## config.mk

```make
export PLATFORM = sky130hd
export DESIGN_NAME = seg_scan_driver
export DESIGN_NICKNAME = d
export VERILOG_FILES = /design/src/rtl/seg_scan_driver.sv
export SDC_FILE = /design/constraint.sdc
export NUM_CORES = 1
export LEC_CHECK = 0
export ABC_AREA = 1
export CAP_MARGIN = 5
export CORE_MARGIN = 1.5
export CORE_UTILIZATION = 60
export CTS_BUF_LIST = sky130_fd_sc_hd__clkbuf_4
export DETAILED_ROUTE_END_ITERATION = 8
export PLACE_DENSITY = 0.83
export REMOVE_ABC_BUFFERS = 1
export SETUP_SLACK_MARGIN = 0.02
export SLEW_MARGIN = 20
export SYNTH_ARGS = -nofsm -noshare
export SYNTH_HDL_FRONTEND = slang
export SYNTH_SLANG_ARGS = --single-unit
```

## constraint.sdc

```tcl
create_clock -name clk -period 2.55 [get_ports clk]
set_input_delay 0.51 -clock clk [delete_from_list [all_inputs] [get_ports clk]]
set_output_delay 0.51 -clock clk [all_outputs]
set_load 0.01 [all_outputs]
```

## src/rtl/seg_scan_driver.sv

```systemverilog
// Time-multiplexed 7-segment scan driver with double-buffered BCD display and leading-zero blanking.
// Define SEG_HEX_DECODE_EN to show hex glyphs for codes 10..15 instead of blanking them.
module seg_scan_driver #(
   parameter int NUM_DIGITS  = 4,
   parameter int REFRESH_DIV = 50000
) (
   input  logic                    clk,
   input  logic                    rst_n,
   input  logic                    load,
   input  logic [4*NUM_DIGITS-1:0] bcd_in,
   input  logic [NUM_DIGITS-1:0]   dp_in,
   input  logic                    lzb_en,
   output logic [6:0]              seg,
   output logic                    dp,
   output logic [NUM_DIGITS-1:0]   an,
   output logic                    frame_done
);
   localparam int CW = (REFRESH_DIV > 1) ? $clog2(REFRESH_DIV) : 1;
   localparam int IW = (NUM_DIGITS > 1) ? $clog2(NUM_DIGITS) : 1;
   localparam logic [CW-1:0] CNT_MAX = CW'(REFRESH_DIV - 1);
   localparam logic [IW-1:0] IDX_MAX = IW'(NUM_DIGITS - 1);

   logic [CW-1:0]             cnt_q, cnt_d;
   logic [IW-1:0]             idx_q, idx_d;
   logic [4*NUM_DIGITS-1:0]   sh_bcd_q, sh_bcd_d, dsp_bcd_q, dsp_bcd_d;
   logic [NUM_DIGITS-1:0]     sh_dp_q, sh_dp_d, dsp_dp_q, dsp_dp_d;
   logic                      sh_lzb_q, sh_lzb_d, dsp_lzb_q, dsp_lzb_d;
   logic [6:0]                seg_q, seg_d;
   logic                      dp_q, dp_d;
   logic [NUM_DIGITS-1:0]     an_q, an_d;
   logic                      frame_done_q, frame_done_d;
   logic                      slot_wrap, frame_wrap, zero_run;
   logic [NUM_DIGITS-1:0]     blank;
   logic [3:0]                cur_digit;

   function automatic logic [6:0] decode(input logic [3:0] v);
      case (v)
         4'd0: decode = 7'b1111110;
         4'd1: decode = 7'b0110000;
         4'd2: decode = 7'b1101101;
         4'd3: decode = 7'b1111001;
         4'd4: decode = 7'b0110011;
         4'd5: decode = 7'b1011011;
         4'd6: decode = 7'b0011111;
         4'd7: decode = 7'b1110000;
         4'd8: decode = 7'b1111111;
         4'd9: decode = 7'b1110011;
`ifdef SEG_HEX_DECODE_EN
         4'd10: decode = 7'b1110111;
         4'd11: decode = 7'b0011111;
         4'd12: decode = 7'b1001110;
         4'd13: decode = 7'b0111101;
         4'd14: decode = 7'b1001111;
         4'd15: decode = 7'b1000111;
`else
         default: decode = 7'b0000000;
`endif
      endcase
   endfunction

   always_comb begin
      slot_wrap  = (cnt_q == CNT_MAX);
      frame_wrap = slot_wrap && (idx_q == IDX_MAX);
      cnt_d      = slot_wrap ? '0 : cnt_q + CW'(1);
      idx_d      = idx_q;
      if (slot_wrap) idx_d = frame_wrap ? '0 : idx_q + IW'(1);

      sh_bcd_d = sh_bcd_q;
      sh_dp_d  = sh_dp_q;
      sh_lzb_d = sh_lzb_q;
      if (load) begin
         sh_bcd_d = bcd_in;
         sh_dp_d  = dp_in;
         sh_lzb_d = lzb_en;
      end

      // Display only changes at frame wrap; a coincident load bypasses the shadow.
      dsp_bcd_d = dsp_bcd_q;
      dsp_dp_d  = dsp_dp_q;
      dsp_lzb_d = dsp_lzb_q;
      if (frame_wrap) begin
         dsp_bcd_d = sh_bcd_d;
         dsp_dp_d  = sh_dp_d;
         dsp_lzb_d = sh_lzb_d;
      end

      // Scan from the top digit down: blank while every digit so far is zero.
      zero_run = 1'b1;
      blank    = '0;
      for (int k = NUM_DIGITS - 1; k >= 0; k--) begin
         zero_run = zero_run && (dsp_bcd_d[4*k +: 4] == 4'd0);
         blank[k] = dsp_lzb_d && zero_run && (k != 0);
      end

      // Outputs are computed from next state so they line up with cnt_q/idx_q.
      cur_digit    = dsp_bcd_d[4*int'(idx_d) +: 4];
      seg_d        = blank[idx_d] ? 7'b0000000 : decode(cur_digit);
      dp_d         = dsp_dp_d[idx_d];
      an_d         = '0;
      if (cnt_d != '0) an_d[idx_d] = 1'b1;
      frame_done_d = frame_wrap;
   end

   always_ff @(posedge clk or negedge rst_n) begin
      if (!rst_n) begin
         cnt_q        <= '0;
         idx_q        <= '0;
         sh_bcd_q     <= '0;
         sh_dp_q      <= '0;
         sh_lzb_q     <= 1'b0;
         dsp_bcd_q    <= '0;
         dsp_dp_q     <= '0;
         dsp_lzb_q    <= 1'b0;
         seg_q        <= '0;
         dp_q         <= 1'b0;
         an_q         <= '0;
         frame_done_q <= 1'b0;
      end else begin
         cnt_q        <= cnt_d;
         idx_q        <= idx_d;
         sh_bcd_q     <= sh_bcd_d;
         sh_dp_q      <= sh_dp_d;
         sh_lzb_q     <= sh_lzb_d;
         dsp_bcd_q    <= dsp_bcd_d;
         dsp_dp_q     <= dsp_dp_d;
         dsp_lzb_q    <= dsp_lzb_d;
         seg_q        <= seg_d;
         dp_q         <= dp_d;
         an_q         <= an_d;
         frame_done_q <= frame_done_d;
      end
   end

   assign seg        = seg_q;
   assign dp         = dp_q;
   assign an         = an_q;
   assign frame_done = frame_done_q;
endmodule
```

# ---- Yosys cells after proc, flatten, opt, wreduce, memory -nomap -nowiden
# Memory sizes are Yosys's and may differ from the RTL's.
# Index checks and enable logic that the tools add are counted.
dict set report word_totals {
  reg_bits 73
  romBits 112
  out_inout_bits 13
  elab_cells 48
  memories 1
}
# memory words width read_ports rd_ports_with_merged_regs wr line_no
set memory_table {}
lappend memory_table {{(no name shown)} 16 7 1 0 0 37} ;# case (v)
dict set report classes {
  add_sub_neg 2
  magnitude_cmp 2
  eq_ne 2
  shifts 1
  n_mux 17
  n_reduce_logical 11
}
# cell count
set ops {}
lappend ops {{16-bit 2-to-1 mux} 3}
lappend ops {{16-bit by 1-bit adder with 16-bit output, second input constant} 1}
lappend ops {{16-bit == test, second input constant} 1}
lappend ops {{16-bit nonzero test} 1}
lappend ops {{16-bit by 5-bit variable part select with 4-bit output} 1}
lappend ops {{4-bit logical NOT} 3}
lappend ops {{4-bit 2-to-1 mux} 3}
lappend ops {{1-bit logical AND} 7}
lappend ops {{7-bit 2-to-1 mux} 1}
lappend ops {{1-bit 2-to-1 mux} 5}
lappend ops {{1-bit binary-select mux with 2-bit select} 2}
lappend ops {{2-bit 2-to-1 mux} 2}
lappend ops {{2-bit by 3-bit less-than comparator with 1-bit output, second input constant} 1}
lappend ops {{2-bit by 1-bit adder with 2-bit output, second input constant} 1}
lappend ops {{1-bit demux with 2-bit select} 1}
lappend ops {{2-bit == test, second input constant} 1}
lappend ops {{2-bit by 1-bit >= comparator with 1-bit output, second input constant} 1}

# ---- Logic depth before layout (Yosys ltp)
dict set report logic_depth {
  ltp_word 10
  ltp_mapped 17
  mapped_depth_nobuf 17
}

# ---- Worst setup path before layout
# No wires, ideal clock.
dict set report synth_path {
  path_type {register -> register}
  start {register cnt_q[0]}
  end {register seg_q[3], in the netlist seg[3]}
  setup_time_ps 116
  arrival_time_ps 2139
  t_required_ps 2434
  setup_slack_ps 295
  stages_incl_launch_ff 17
  synth_period_minus_slack_ps 2255
  cell_sequence {dfrtp_1 > ha_1 > nand3_4 > nor2_8 > nand3_4 > buf_6 > buf_6 > nand2_4 > nand2_2 > nand2_1 > nand2_1 > nor2_2 > ha_1 > inv_1 > nor2_2 > nor2_1 > nor2_1}
}
# element line_no
set synth_rtl {}
lappend synth_rtl {{start, declared} 23} ;# logic [CW-1:0] cnt_q, cnt_d;
lappend synth_rtl {{start signal, assigned} 119} ;# cnt_q <= cnt_d;
lappend synth_rtl {{16-bit == test *} 62} ;# slot_wrap = (cnt_q == CNT_MAX);
lappend synth_rtl {{1-bit logical AND *} 63} ;# frame_wrap = slot_wrap && (idx_q == IDX_MAX);
lappend synth_rtl {{16-bit 2-to-1 mux *} 81} ;# if (frame_wrap) begin
lappend synth_rtl {{via dsp_bcd_d[4]} 25} ;# logic [4*NUM_DIGITS-1:0] sh_bcd_q, sh_bcd_d, dsp_bcd_q, dsp_bcd_d;
lappend synth_rtl {{parallel branches: the longest is 5 deep, another holds memory read 16 x 7 bit} -}
lappend synth_rtl {{7-bit 2-to-1 mux *} 97} ;# seg_d = blank[idx_d] ? 7'b0000000 : decode(cur_digit);
lappend synth_rtl {{via seg_d[3]} 28} ;# logic [6:0] seg_q, seg_d;
lappend synth_rtl {{end signal, assigned} 127} ;# seg_q <= seg_d;
lappend synth_rtl {{end, declared} 28}
# Mark *: on every way through the listed nets, which the timed path passes. The select of a mux whose other input is x is not followed.

# ---- Worst setup path in the final report
dict set report layout_path {
  start {register cnt_q[0]}
  end {register seg_q[2], in the netlist seg[2]}
}
dict set report layout_between {
  elab_chain_len 10
}
# element line_no
set layout_rtl {}
lappend layout_rtl {{16-bit == test *} 62}
lappend layout_rtl {{parallel branches: the longest is 8 deep, another holds memory read 16 x 7 bit} -}
lappend layout_rtl {{7-bit 2-to-1 mux *} 97}
lappend layout_rtl {{via seg_d[2]} 28}
# Marks and branches as above.

==> flow_summary_export.csv <==
group,metric,value,unit
status,status,"complete, no violations",
critical_path,crit_fanout,8,
cells_and_area,fin_nets,613,
route,dr.pass1.iters,5,
synthesis,synth_top_area_share,45.88,%
critical_path,rr_worst_depth,16,
clock_tree,clock_sinks,73,
floorplan,die_y,84.46,µm
route,via_per_inst,5.232,
global_routing,track_usage,27.61,%
synthesis,postSynthCellCount,504,
job,maxCapViolCount,0,
synthesis,yosys.area.top_type,"dfrtp_1",
clock_tree,cts-root-buf,"clkbuf_4",
clock_tree,cts_buffer_depth,2,
placed_design,dpl-instance-area,4618,µm²
sta,period_needed,2.409,ns
critical_path,worstReg2RegEnd,"seg[2]",
sta,slew_headroom,72.38,%
cells_and_area,areaGrowthSynthToFinish,24.10,%
hold_path,hp-start,"sh_bcd_q[15]",
critical_path,r2r_start,"cnt_q[0]",
synthesis,synth_xor_area_share,0.8799,%
global_routing,antenna_found_initial,0,
sta,setup_tns,0,ns
synthesis,yosys_register_bits,73,
clock_tree,cts_max_level,3,
route,vias,3474,
pwr,totalPowerFinal,2254,µW
cells_and_area,layout_common_cells,"145 x nand2_1, 79 x inv_1, 69 x dfrtp_1",
floorplan,start_util,62.34,%
floorplan,ios,37,
synthesis,avgSynthCellArea,7.899,µm²
synthesis,synth_top_family_by_area,"simple AND/OR/NAND/NOR gates",
cells_and_area,seq_area,1832,µm²
cells_and_area,antenna_cells,0,
sta,finalSetupViolCount,0,
synthesis,ys_seq_area_share,45.88,%
hold_path,hp-class,"reg -> reg",
clock_tree,cts_buffers,9,
sta,fmax,0.4151,GHz
clock_tree,clk_latency,0.42,ns
global_routing,grt_pass1_vias,3418,
sta,postLayoutSetupSlackWorst,0.1412,ns
synthesis,synth_warnings,0,
sta,fin_worst_skew,0.008782,ns
cells_and_area,multi_input_area,1817,µm²
sta,report.final.slew_viol_count,0,
synthesis,synth_simple_gate_area_share,37.12,%
critical_path,path_class,"reg -> reg",
sta,worstMarginPinSlew,0.4099,ns
cells_and_area,drive_gt1_share,20.78,%
cells_and_area,num-fill-cells,464,
synthesis,syn-cell-area,3981,µm²
route,drc,0,
hold_path,hold_path_depth,2,
global_routing,grt_max_degree,60,
critical_path,end_kind,"register",
global_routing,overflow,0,
synthesis,ys_top_cells_by_area,"dfrtp_1 46%, nand2_1 14%, inv_1 7.4%",
critical_path,crit_path_start_kind,"register",
synthesis,synthAdderAreaFrac,2.200,%
pwr,ir_drop,0.3613,mV
synthesis,yosys-mux-area-fraction,0,%
synthesis,yosysUniqueCellTypes,32,
critical_path,critPathArrivalTime,2.72,ns
placed_design,place_ws,-0.1426,ns
hold_path,min_to,"sh_bcd_q[15]",
clock_tree,cts_tree,"yes",
synthesis,synth_ff_type,"dfrtp_1",
floorplan,die_w,84.46,µm
synthesis,synth_edf_count,0,
critical_path,regToRegSetupSlack,0.14,ns
route,ant_nets,0,
cells_and_area,final_common_cell,"nand2_1",
floorplan,core-area,6386,µm²
synthesis,synth_compound_area_share,4.368,%
clock_tree,clk_pin_slew,0.11,ns
pwr,powerDensity,456.2,nW/µm²
cells_and_area,fin_util,77.37,%
route,wl,9274,µm
cells_and_area,final_area,4941,µm²
route,wl_per_cell,13.97,µm
floorplan,die_area,7133,µm²
synthesis,synthArstFlopShare,100.0,%
placed_design,dp_hpwl,6740,µm
sta,hold_violations,0,
sta,post-route-period-util,94.46,%
floorplan,num_rows,29,
route,drtIter0Drc,166,
placed_design,place_congestion,0.9145,
pwr,leakage,0.002648,µW
placed_design,portBuffers,36,
global_routing,grt_pass1_wl,15550,µm
critical_path,worstPathRequired,2.86,ns
[cells by family (layout without fill, tap and decap cells)]
group | Yosys count | count (layout)
simple gates | 296 | 296
buf+inv | 93 | 176
flops | 73 | 73
compound gates | 31 | 31
fa+ha+maj | 7 | 7
xor+xnor | 4 | 4
[layer usage]
metal	vias to the layer above	track usage [%]	share of wire (%)
met5	-	0	0
met4	0	13.49	2.4
met3	19	4.425	4.0
met2	84	45.67	51
met1	1652	35.57	43
li1	1719	-	-
[stage by stage]
step	std cells	hold WS [ns]
after floorplan	493	0.2144
after global placement	637	0.4340
after detailed placement	637	0.4339
after CTS	654	0.4951
after global routing	664	0.5219
final	664	0.4904
[area by class of cell]
cell class	count	area share, %
Clock inverter	5	2.102
Multi-Input combinational cell	338	36.77
Clock buffer	11	1.671
Inverter	82	6.229
Sequential cell	73	37.07
Tap cell	77	1.950
Timing Repair Buffer	78	14.21
[critical path, cell delays in order, from the launching register on]
cell and delay [ns]:
dfrtp_1 0.42, ha_2 0.23, nand3_4 0.13, nor2_4 0.21
nand2_2 0.12, nand2_1 0.11, nand2_4 0.11, nor2_4 0.17
nand2_1 0.07, nand2_1 0.10, nor2_2 0.06, buf_4 0.13
ha_1 0.20, nand2_1 0.07, nand2_1 0.05, nor2_1 0.08
nor2_1 0.05
[how the worst max path moves through the flow]
stage,endpoint,depth (start not counted),from
final,seg[2],16,cnt_q[0]
after global routing,seg[1],15,cnt_q[0]
after CTS,seg[2],16,cnt_q[0]
after detailed placement,seg[2],13,load
after floorplan,seg[3],15,cnt_q[0]
after global placement,seg[3],13,load
[cell usage after synthesis (all sizes together), types with 3 or more instances]
master and number:
nand3 33, buf 5, dfrtp 73, o21ai 28, nand2 170, or2 10, inv 82, ha 7
clkbuf 6, nor2 57, nand4 18, xor2 3
[state kept, by name, indices dropped and copies added (netlist names), 2 cells and up]
signal and flops:
an 4, cnt_q 16, dsp_bcd_q 16, dsp_dp_q 4, idx_q 2, seg 7, sh_bcd_q 16, sh_dp_q 4
[repair_timing]
action	CTS	global route
gates resized for setup	0	14
buffers inserted	0	10
hold buffers	1	0
endpoints found under the setup margin	0	7
hold endpoints to repair	14	0
[power breakdown]
part | leakage, µW | internal [µW] | switching [µW] | total [µW]
clock network | 0.000101 | 519 | 404 | 923
registers | 0.000857 | 1190 | 8.14 | 1190
logic | 0.00169 | 64.4 | 72.5 | 137
(Power assumes the default switching activity.)
